--- src/rtl/fifo_sample_reader.sv ---
// fifo_sample_reader: paces FIFO samples out to a serial DAC, one word per sample tick.
//   Optional feature macro: READER_UNDERRUN_HOLD_EN (an underrun tick resends the last word).
//   Ports: clk, rst (async, active low); en_i streaming enable; empty_i / rd_data_i / rd_en_o
//   FIFO read side (data valid one cycle after rd_en_o); sclk_o / cs_n_o / mosi_o DAC serial
//   link (MSB first, DAC samples on sclk rise); busy_o frame in progress; underrun_o sticky.
module fifo_sample_reader #(
  parameter int DATA_WIDTH = 32,
  parameter int INT_BITS   = 4,
  parameter int DAC_BITS   = 16,
  parameter int CLK_DIV    = 4,
  parameter int SAMPLE_DIV = 256
) (
  input  logic                  clk,
  input  logic                  rst,
  input  logic                  en_i,
  input  logic                  empty_i,
  input  logic [DATA_WIDTH-1:0] rd_data_i,
  output logic                  rd_en_o,
  output logic                  sclk_o,
  output logic                  cs_n_o,
  output logic                  mosi_o,
  output logic                  busy_o,
  output logic                  underrun_o
);
  localparam int CW = $clog2(SAMPLE_DIV);
  localparam int DW = $clog2(CLK_DIV + 1);
  localparam int BW = $clog2(DAC_BITS + 1);
  localparam logic [DAC_BITS-1:0] MID = {1'b1, {(DAC_BITS-1){1'b0}}};

  if (SAMPLE_DIV < 2 + 2*CLK_DIV*DAC_BITS + CLK_DIV || CLK_DIV < 1 || DAC_BITS > DATA_WIDTH
      || INT_BITS < 1 || INT_BITS > DATA_WIDTH) begin : g_bad_cfg
    $error("fifo_sample_reader: inconsistent parameters");
  end

  typedef enum logic [2:0] {IDLE, POP, LATCH, SHIFT, GAP} state_t;

  state_t              state_q, state_d;
  logic [CW-1:0]       cnt_q, cnt_d;
  logic [DW-1:0]       div_q, div_d;
  logic [BW-1:0]       bit_q, bit_d;
  logic                phase_q, phase_d;
  logic                under_q, under_d;
  logic [DAC_BITS-1:0] shift_q, shift_d;
  logic [DAC_BITS-1:0] last_q, last_d;
  logic                tick, div_end;
  logic                unused_bits;

  // Only the top DAC_BITS of the FIFO word reach the DAC.
  assign unused_bits = ^rd_data_i;
  assign tick        = en_i && cnt_q == CW'(SAMPLE_DIV - 1);
  assign div_end     = div_q == DW'(CLK_DIV - 1);

  always_comb begin
    state_d    = state_q;
    cnt_d      = en_i ? (tick ? '0 : cnt_q + 1'b1) : '0;
    div_d      = div_q;
    bit_d      = bit_q;
    phase_d    = phase_q;
    shift_d    = shift_q;
    last_d     = last_q;
    under_d    = en_i && (under_q || (tick && state_q == IDLE && empty_i));
    rd_en_o    = state_q == POP && !empty_i;
    sclk_o     = state_q == SHIFT && phase_q;
    cs_n_o     = state_q != SHIFT;
    mosi_o     = state_q == SHIFT && shift_q[DAC_BITS-1];
    busy_o     = state_q != IDLE;
    underrun_o = under_q;
    case (state_q)
      IDLE: begin
        if (tick && !empty_i) state_d = POP;
`ifdef READER_UNDERRUN_HOLD_EN
        else if (tick) begin
          state_d = SHIFT;
          shift_d = last_q;
          div_d   = '0;
          bit_d   = '0;
          phase_d = 1'b0;
        end
`endif
      end
      POP: state_d = LATCH;
      LATCH: begin
        // Flipping the sign bit maps two's complement onto offset binary.
        shift_d = rd_data_i[DATA_WIDTH-1 -: DAC_BITS] ^ MID;
        last_d  = rd_data_i[DATA_WIDTH-1 -: DAC_BITS] ^ MID;
        div_d   = '0;
        bit_d   = '0;
        phase_d = 1'b0;
        state_d = SHIFT;
      end
      SHIFT: begin
        div_d = div_end ? '0 : div_q + 1'b1;
        if (div_end) begin
          phase_d = !phase_q;
          // Advance to the next bit only after the high half, so mosi is stable across the rise.
          if (phase_q) begin
            shift_d = shift_q << 1;
            bit_d   = bit_q + 1'b1;
            if (bit_q == BW'(DAC_BITS - 1)) state_d = GAP;
          end
        end
      end
      GAP: begin
        div_d = div_end ? '0 : div_q + 1'b1;
        if (div_end) state_d = IDLE;
      end
      default: state_d = IDLE;
    endcase
  end

  always_ff @(posedge clk or negedge rst) begin
    if (!rst) begin
      state_q <= IDLE;
      cnt_q   <= '0;
      div_q   <= '0;
      bit_q   <= '0;
      phase_q <= 1'b0;
      under_q <= 1'b0;
      shift_q <= '0;
      last_q  <= MID;
    end else begin
      state_q <= state_d;
      cnt_q   <= cnt_d;
      div_q   <= div_d;
      bit_q   <= bit_d;
      phase_q <= phase_d;
      under_q <= under_d;
      shift_q <= shift_d;
      last_q  <= last_d;
    end
  end
endmodule

--- config.mk ---
export PLATFORM = sky130hd
export DESIGN_NAME = fifo_sample_reader
export DESIGN_NICKNAME = d
export VERILOG_FILES = /design/src/rtl/fifo_sample_reader.sv
export SDC_FILE = /design/constraint.sdc
export NUM_CORES = 1
export LEC_CHECK = 0
export CORE_MARGIN = 1.5
export CORE_UTILIZATION = 50
export CTS_BUF_LIST = sky130_fd_sc_hd__clkbuf_4
export DETAILED_ROUTE_END_ITERATION = 10
export PLACE_DENSITY = 0.81
export SLEW_MARGIN = 20
export SYNTH_ARGS = -nofsm -noshare
export SYNTH_HDL_FRONTEND = slang
export SYNTH_SLANG_ARGS = --single-unit
--- constraint.sdc ---
create_clock -name clk -period 3.2 [get_ports clk]
set_input_delay 0.32 -clock clk [delete_from_list [all_inputs] [get_ports clk]]
set_output_delay 0.32 -clock clk [all_outputs]
set_load 0.05 [all_outputs]
# ---- Word level (Yosys, flattened, before mapping)
# Cells that the tools add are included.
dict set report word_totals {
  register_bits 37
  out_inout_bits 6
  elab_cells 61
}
dict set report op_classes {
  reduce_logical 19
  muxes 18
  bitwise_logic 1
  n_addsub 3
  eq_ne 13
}
# operator n
set op_table {}
lappend op_table {{two-way mux 16 bit} 2}
lappend op_table {{one-hot mux 16 bit (2 select lines)} 1}
lappend op_table {{two-way mux 3 bit} 6}
lappend op_table {{two-way mux 8 bit} 2}
lappend op_table {{one-hot mux 3 bit (5 select lines)} 1}
lappend op_table {{two-way mux 5 bit} 2}
lappend op_table {{one-hot mux 5 bit (2 select lines)} 1}
lappend op_table {{equality test 3 x 2 -> 1 bit, second input constant} 3}
lappend op_table {{adder 8 x 1 -> 8 bit, second input constant} 1}
lappend op_table {{equality test 8 bit, second input constant} 1}
lappend op_table {{logical AND 1 bit} 8}
lappend op_table {{inequality test 2 bit, second input constant} 3}
lappend op_table {{one-hot mux 3 bit (2 select lines)} 1}
lappend op_table {{adder 5 x 1 -> 5 bit, second input constant} 1}
lappend op_table {{equality test 5 x 4 -> 1 bit, second input constant} 1}
lappend op_table {{AND reduction 5 bit} 1}
lappend op_table {{inequality test 2 x 1 -> 1 bit, second input constant} 2}
lappend op_table {{nonzero test 2 bit} 2}
lappend op_table {{adder 3 x 1 -> 3 bit, second input constant} 1}
lappend op_table {{equality test 3 x 1 -> 1 bit, second input constant} 1}
lappend op_table {{equality test 3 bit, second input constant} 1}
lappend op_table {{zero test 3 bit} 1}
lappend op_table {{inequality test 3 x 2 -> 1 bit, second input constant} 1}
lappend op_table {{AND reduction 3 bit} 1}
lappend op_table {{other kinds (8)} 9}

# ---- Depth between registers and ports, before layout
# Gate-level depths: netlist (run 1).
dict set report logic_depth {
  depth_word 6
  mapped_depth 6
}

# ---- Worst setup path before layout (run 1)
# OpenSTA, ideal clock, no wires.
dict set report synth_timing {
  path_type {register to output}
  startpoint {reg state_q[1]}
  endpoint {out rd_en_o}
  stages_incl_launch_ff 3
  path_slack_ns 1.260
  n_path_buf 1
  t_arrival_ns 1.620
  path_cell_list {dfrtp_1 > buf_2 > nor3_1}
}
dict set report synth_via {
  elab_chain_len 2
}
# item line_no
set synth_rtl {}
lappend synth_rtl {{from (decl)} 37} ;# state_t state_q, state_d;
lappend synth_rtl {{from (signal assigned)} 122} ;# state_q <= state_d;
lappend synth_rtl {{equality test 3 x 1 -> 1 bit} 62} ;# rd_en_o = state_q == POP && !empty_i;
lappend synth_rtl {{logical AND 1 bit} 62}
lappend synth_rtl {{to (decl)} 18} ;# output logic rd_en_o,
# Every way passes these cells.

# ---- Final worst setup path (run 1)
dict set report layout_timing {
  startpoint {reg state_q[0]}
  endpoint {out sclk_o}
}
dict set report layout_via {
  elab_chain_len 2
}
# item line_no
set layout_rtl {}
lappend layout_rtl {{equality test 3 x 2 -> 1 bit} 63} ;# sclk_o = state_q == SHIFT && phase_q;
lappend layout_rtl {{logical AND 1 bit} 63}
lappend layout_rtl {{to (decl)} 19} ;# output logic sclk_o,
# Every way passes these cells.

==> run metrics, run 1 <==
Final nets=238; pin count of the biggest net entering global routing=38; cell count after synthesis=170; Iteration-0 DRC Markers=77; Diodes inserted=0; crit path DAT=2.41 ns; CP Class=reg -> out; clock-pin slew on the worst setup and hold paths=0.11 ns; total gr overflow=0; PD cells=372 nW/µm²; Via Count=1420; multi-input logic area=993 µm²; crit path max-delay cell type=clkdlybuf4s50_1; Post-synth EDFFs=0; die area=4380 µm²; setup TNS=0 ns; FF-to-FF Start=state_q[0]$_DFFE_PN0P_; Area Growth Syn to Fin=17.9%; Synth area leader=dfrtp_1; row count=22; Hold WC Path Type=in -> async; Post-Syn Area=2000 µm²; final hold vios=0; routed vias/inst=5.75; CTS Buf Count=5; postcts setup bufs=0; gpl congestion=0.820; Final period util=0.854; status=complete, no violations; top-count cell post-synth=dfrtp_1; Tot Pwr=0.877 mW; Clock Skew=0.00573 ns; top-area cell type share of the netlist area=0.464; synth warn=0; top cells by area, synth=dfrtp_1, mux2_4, mux2_2; DRT Pass-1 Iters=4; reg2reg path depth=4; Worst Setup Start Kind=flip-flop; Worst Tran Pin Value=0.549 ns; Detail Route Antenna Nets=0; first-pass GRT wire length=6400 µm; initial antenna violation count=0; synth unique cells=45; syn_nets=210; CORE AREA=3740 µm²; post-DP HPWL=2650 µm; CP top delay family=buffers and inverters; leakage=1.05 nW; highest net fanout along the worst path=16; sequential cell area=926 µm²; sequential-to-total area share from yosys stat=0.464; CTS tree=built; Most used DFF post-synth=dfrtp_1; DRC Markers=0; CTS-repair resized insts=0; RSZ-0062 raised after global routing=no; Tmin final=2.73 ns; drt total wl=3710 µm; deepest clock path buffer count=2; CP Launch Point=state_q[0]$_DFFE_PN0P_; endpoint class of the critical path=output port; WL/cell=15.0 µm; clk sinks=37; max incr delay on CP=0.82 ns; synth cell count leaders=dfrtp_1, mux2_2, mux2_4, inv_1, nor2_1; share of cells above drive strength 1=0.206; root buffer cell=clkbuf_4; CP required=2.88 ns; cell count along the critical path=3; #FFs+latches synth=37; syn_area_per_cell=11.7 µm²; ys async rst share=1.00; H-tree level count=2; critical-path cell list=nand3b_2, nor2_1, clkdlybuf4s50_1; Starting Density=0.533; GRT Util Overall=0.196; I/O Pins=42; die height=66.2 µm; Final Setup Violations=0; Post-CTS Hold Buffers=0; Peak VDD IR=0.256 mV; vias in the first global route=1411; I/O Buffers=25; Slew Limit Fails=0; clk_lat worst skew=0.35 ns; FMAX=366 MHz; normalized max-slew margin=0.634; Critical path buffers and inverters=1; Max-Cap Viols=0; fill count=304; Die Width=66.2 µm; internal reg-to-reg setup slack=1.11 ns
[sequential cells by signal (all words and copies together) (netlist names)]
signal      flops
bit_q           5
phase_q         1
div_q           3
state_q         3
shift_q        16
underrun_o      1
cnt_q           8
[cells in the final DEF (no fill, tap or decap), drive strengths merged, types with 5 or more instances in the layout]
cell type / Yosys / final
a21oi: 6 / 6
clkbuf: 1 / 6
clkdlybuf4s50: 0 / 25
dfrtp: 37 / 37
inv: 8 / 8
mux2: 28 / 28
mux2i: 7 / 7
nand2: 7 / 7
nand2b: 5 / 5
nand3: 6 / 6
nor2: 8 / 8
o21ai: 6 / 6
[per-stage QoR]
stage / setup WS (ns) / hold WS (ns) / util / std cells / cell area, µm²
2_1_floorplan: 1.26 / 0.0244 / - / 170 / 2000
3_3_place_gp: 0.926 / 0.469 / 0.608 / 239 / 2270
3_5_place_dp: 0.886 / 0.476 / 0.608 / 239 / 2270
4_1_cts: 0.468 / 0.406 / 0.629 / 247 / 2350
5_1_grt: 0.340 / 0.435 / 0.629 / 247 / 2350
6_report: 0.466 / 0.383 / 0.629 / 247 / 2350
[path summary, 6_finish.rpt]
kind                                      endpoint
setup / recovery                            sclk_o
hold reg to reg               underrun_o$_DFF_PN0_
max in group asynchronous   shift_q[2]$_DFFE_PN0P_
setup reg to reg           shift_q[11]$_DFFE_PN0P_
min in group clk              underrun_o$_DFF_PN0_
hold / removal             shift_q[15]$_DFFE_PN0P_
[cell type report]
type                       instances  area share
multi-input combinational        119       0.422
inverter                           8      0.0128
tap                               48      0.0255
clock inverter                     2      0.0144
timing repair buffer              27       0.113
sequential                        37       0.393
clock buffer                       6      0.0191
[worst reg2reg max path, stage by stage (launching register included)]
cell and delay (ns):
dfrtp_1 0.70, nand3b_2 0.37, buf_4 0.32, mux2_4 0.33, mux2_2 0.26
[logic make-up (layout without fill, tap and decap cells)]
family,Yosys count,in the layout,synth area share
flops,37,37,0.464
buf+inv,14,43,0.0388
compound gates,26,26,0.0921
mux,35,35,0.217
xor+xnor,2,2,0.00877
simple gates,52,52,0.154
fa+ha+maj,4,4,0.0251
[per-layer routing]
metal,up-vias,global-route usage,share of wire
li1,673,-,-
met1,686,0.242,0.44
met4,0,0.105,0.029
met3,14,0.0375,0.048
met5,-,0,0
met2,47,0.325,0.48
[where the power goes]
group	switching, mW	internal (mW)
clock network	0.154	0.171
logic	0.0243	0.0392
registers	0.00943	0.478
total	0.188	0.689
Note: power is estimated with default switching activity, not from simulation.
==> run 2, diff against run 1 <==
--- a/config.mk
+++ b/config.mk
@@ -9,7 +9,7 @@
 export CORE_UTILIZATION = 50
 export CTS_BUF_LIST = sky130_fd_sc_hd__clkbuf_4
 export DETAILED_ROUTE_END_ITERATION = 10
-export PLACE_DENSITY = 0.81
+export PLACE_DENSITY = 0.79
 export SLEW_MARGIN = 20
 export SYNTH_ARGS = -nofsm -noshare
 export SYNTH_HDL_FRONTEND = slang
==> run 2 against run 1 <==
  * Hold slack better by 0.0071 ns
  * Fmax rose by 1.2%
  * Power shrank 11%
  * Final cell count stayed put
  * Critical endpoint is now mosi_o
==> run metrics, run 2 (synthesis gave the netlist of run 1 again) <==
crit path DAT=2.38 ns; DRC Markers=0; I/O Buffers=25; CTS-repair resized insts=0; max reg flops=16; vias in the first global route=1393; CP Class=reg -> out; gpl congestion=0.796; Sw Pwr=0.180 mW; most flop-heavy register=shift_q; endpoint class of the critical path=output port; Peak VDD IR=0.217 mV; design area=2320 µm²; first-pass GRT wire length=6240 µm; fill count=299; hold slack=0.390 ns; root buffer cell=clkbuf_4; Switching Share=0.232; DRT Pass-1 Iters=4; pin count of the biggest net entering global routing=38; FMAX=370 MHz; die area=4380 µm²; Final nets=238; I/O Pins=42; Max-Cap Viols=0; Area Growth Syn to Fin=16.4%; routed vias/inst=5.66; Int Pwr=0.597 mW; Die Width=66.2 µm; Starting Density=0.533; CTS Buf Count=5; clock-pin slew on the worst setup and hold paths=0.10 ns; row count=22; CP required=2.88 ns; CORE AREA=3740 µm²; share of cells above drive strength 1=0.201; Post-DP Area=2270 µm²; normalized max-slew margin=0.638; multi-input logic area=993 µm²; leakage=1.04 nW; postcts setup bufs=0; drt total wl=3560 µm; status=complete, no violations; Detail Route Antenna Nets=0; most frequent cells in the layout=dfrtp_1, clkdlybuf4s50_1, mux2_2, mux2_4; Final Setup Violations=0; Clock Skew=0.00579 ns; Place WS=0.871 ns; GRT Util Overall=0.188; post-DP HPWL=2540 µm; H-tree level count=2; final hold vios=0; fin util=0.621; Hold WC Path Type=in -> async; WL/cell=14.4 µm; clock network power share=0.291; initial antenna violation count=0; deepest clock path buffer count=2; Final period util=0.844; crit path max-delay cell type=clkdlybuf4s50_1; Diodes inserted=0; final worst slack=0.500 ns; RSZ-0062 raised after global routing=no; clk_lat worst skew=0.33 ns; Slew Limit Fails=0; sequential power share=0.628; max incr delay on CP=0.82 ns; clk sinks=37; total gr overflow=0; CTS tree=built; setup TNS=0 ns; critical-path cell list=nand3b_2, nor2_1, clkdlybuf4s50_1; Regs by FF count=shift_q (16), cnt_q (8), bit_q (5); die height=66.2 µm; sequential cell area=926 µm²; Worst Tran Pin Value=0.542 ns; Post-CTS Hold Buffers=0; Worst Setup Start Kind=flip-flop; Tmin final=2.70 ns; Iteration-0 DRC Markers=55; highest net fanout along the worst path=16; Combinational Power Share=0.082; most common cell after layout, fill and taps aside=dfrtp_1; PD cells=334 nW/µm²; Via Count=1398
run 2: power by group through the flow:
| stage | logic (mW) | registers, mW | clock network, mW |
|---|---|---|---|
| floorplan | 0.0256 | 0.494 | 0 |
| global placement | 0.0619 | 0.495 | 0 |
| detailed placement | 0.0646 | 0.497 | 0 |
| CTS | 0.0652 | 0.488 | 0.237 |
| global route | 0.0699 | 0.490 | 0.259 |
| finish | 0.0635 | 0.488 | 0.226 |
run 2: final cells by class:
cell class / count / area share
multi-input cells: 119 / 0.427
flip-flops and latches: 37 / 0.398
repair buffers: 27 / 0.114
well taps: 48 / 0.0258
clock buffers: 5 / 0.0161
inverters: 8 / 0.0129
clock inverters: 3 / 0.00538
run 2: critical path: cells and delay by family (launching register included):
| kind | cells | cell delay (ns) |
|---|---|---|
| buf+inv | 1 | 0.82 |
| flops | 1 | 0.69 |
| simple gates | 2 | 0.54 |
run 2: path summary, 6_finish.rpt:
| check | slack (ns) | startpoint | endpoint | depth (start not counted) |
|---|---|---|---|---|
| min reg2reg | 0.51 | shift_q[15]$_DFFE_PN0P_ | shift_q[15]$_DFFE_PN0P_ | 1 |
| min in group clk | 0.51 | shift_q[15]$_DFFE_PN0P_ | shift_q[15]$_DFFE_PN0P_ | 1 |
| max in group asynchronous | 2.48 | rst | shift_q[8]$_DFFE_PN0P_ | 2 |
| max reg2reg | 1.14 | state_q[0]$_DFFE_PN0P_ | shift_q[2]$_DFFE_PN0P_ | 4 |
| min | 0.39 | rst | div_q[0]$_DFFE_PN0P_ | 2 |
| max | 0.50 | state_q[0]$_DFFE_PN0P_ | mosi_o | 3 |
run 2: routing by layer:
metal	up-vias	wire (µm)	global-route usage
met2	34	1810	0.318
met5	-	0	0
met1	682	1550	0.231
met3	8	133	0.0409
li1	674	-	-
met4	0	62	0.0765
run 2: stage by stage:
| stage | power (mW) | cells |
|---|---|---|
| after floorplan | 0.520 | 170 |
| after global placement | 0.557 | 239 |
| after detailed placement | 0.562 | 239 |
| after CTS | 0.790 | 247 |
| after global routing | 0.819 | 247 |
| final | 0.777 | 247 |
==> run 3, diff against run 2 <==
==> constraint.sdc (replaced) <==
create_clock -name clk -period 2.6 [get_ports clk]
set_input_delay 0.26 -clock clk [delete_from_list [all_inputs] [get_ports clk]]
set_output_delay 0.26 -clock clk [all_outputs]
set_load 0.05 [all_outputs]
==> run 3 against run 2 <==
  * Worst setup slack lost 0.27 ns
  * Combinational power grew 23%
  * Clock-buffer cell count grew 1
  * Largest power group unchanged
  * Largest cell class unchanged
  * Final cell count is the same
  * Sequential power grew 23%
  * Hold slack lost 0.070 ns
  * Via count grew 2.3%
  * First-iteration DRC count grew 5.5%
  * Clock power grew 75%
  * Register-to-register slack lost 0.49 ns
==> run metrics, run 3 (synthesis gave the netlist of run 1 again) <==
max reg flops=16; Starting Density=0.533; crit path DAT=2.12 ns; Final period util=0.913; FMAX=421 MHz; Hold WC Path Type=in -> async; total gr overflow=0; Peak VDD IR=0.384 mV; post-DP HPWL=2680 µm; CTS tree=built; most common cell after layout, fill and taps aside=dfrtp_1; Final Setup Violations=0; CP required=2.34 ns; critical-path cell list=nand3b_2, clkdlybuf4s50_1; Post-CTS Hold Buffers=0; Max-Cap Viols=0; WL/cell=15.1 µm; Final nets=238; drt total wl=3740 µm; Iteration-0 DRC Markers=58; Slew Limit Fails=0; highest net fanout along the worst path=14; status=complete, no violations; I/O Buffers=25; Area Growth Syn to Fin=18.3%; normalized max-slew margin=0.641; Tot Pwr=1.07 mW; Die Width=66.2 µm; share of cells above drive strength 1=0.221; Detail Route Antenna Nets=0; CP Class=reg -> out; pin count of the biggest net entering global routing=38; gpl congestion=0.767; final hold vios=0; routed vias/inst=5.79; DRC Markers=0; CTS Buf Count=5; I/O Pins=42; Diodes inserted=0; CP top delay family=buffers and inverters; most flop-heavy register=shift_q; clk sinks=37; endpoint class of the critical path=output port; max incr delay on CP=0.86 ns; hold slack=0.320 ns; most frequent cells in the layout=dfrtp_1, clkdlybuf4s50_1, mux2_2, mux2_4; leakage=1.06 nW; CORE AREA=3740 µm²; root buffer cell=clkbuf_4; crit path max-delay cell type=clkdlybuf4s50_1; vias in the first global route=1445; row count=22; Critical path buffers and inverters=1; setup TNS=0 ns; Via Count=1430; postcts setup bufs=0; H-tree level count=2; Clock Skew=0.00838 ns; clk_lat worst skew=0.34 ns; first-pass GRT wire length=6470 µm; Regs by FF count=shift_q (16), cnt_q (8), bit_q (5); Worst Tran Pin Value=0.538 ns; die area=4380 µm²; DRT Pass-1 Iters=4; initial antenna violation count=0; Tmin final=2.38 ns; die height=66.2 µm; clock-pin slew on the worst setup and hold paths=0.11 ns; CTS-repair resized insts=0; Worst Setup Start Kind=flip-flop; GRT Util Overall=0.198; PD cells=454 nW/µm²; deepest clock path buffer count=2; RSZ-0062 raised after global routing=no
## run 3: report_power, final
part	internal [mW]	switching [mW]	total, mW
logic	0.0480	0.0303	0.0783
clock network	0.211	0.184	0.395
registers	0.589	0.0112	0.600
## run 3: path summary, 6_finish.rpt
path / start / endpoint / slack, ns / cells past startpoint
setup / recovery: state_q[2]$_DFFE_PN0P_ / cs_n_o / 0.22 / 2
hold / removal: rst / state_q[0]$_DFFE_PN0P_ / 0.32 / 2
setup reg to reg: div_q[0]$_DFFE_PN0P_ / shift_q[12]$_DFFE_PN0P_ / 0.65 / 4
hold reg to reg: shift_q[15]$_DFFE_PN0P_ / shift_q[15]$_DFFE_PN0P_ / 0.51 / 1
max in group asynchronous: rst / state_q[0]$_DFFE_PN0P_ / 1.95 / 2
min in group clk: shift_q[15]$_DFFE_PN0P_ / shift_q[15]$_DFFE_PN0P_ / 0.51 / 1
## run 3: per-stage QoR
stage	worst slack [ns]	cells	utilization	cell area (µm²)
finish	0.225	247	0.631	2360
global route	0.119	247	0.631	2360
CTS	0.119	247	0.631	2360
detailed placement	0.544	239	0.610	2280
global placement	0.578	239	0.610	2280
floorplan	0.720	170	-	2000
## run 3: metal layers
metal  vias to the layer above  track usage  routed length [µm]
met3                        10       0.0358                 142
met5                         -            0                   0
met1                       712        0.232                1530
met4                         0       0.0969                  87
li1                        673            -                   -
met2                        35        0.348                1980
## run 3: worst register-to-register path: stages, from the launching register on
cell      delay, ns
dfrtp_1        0.42
ha_1           0.35
nand3b_4       0.18
a21oi_4        0.50
mux2_2         0.41
## run 3: layout make-up
cell class                 count  area, µm²
timing repair buffer          27        273
inverter                       8       30.0
multi-input combinational    119        993
fill                         304       1380
tap                           48       60.1
clock inverter                 2       33.8
clock buffer                   6       45.0
sequential                    37        927
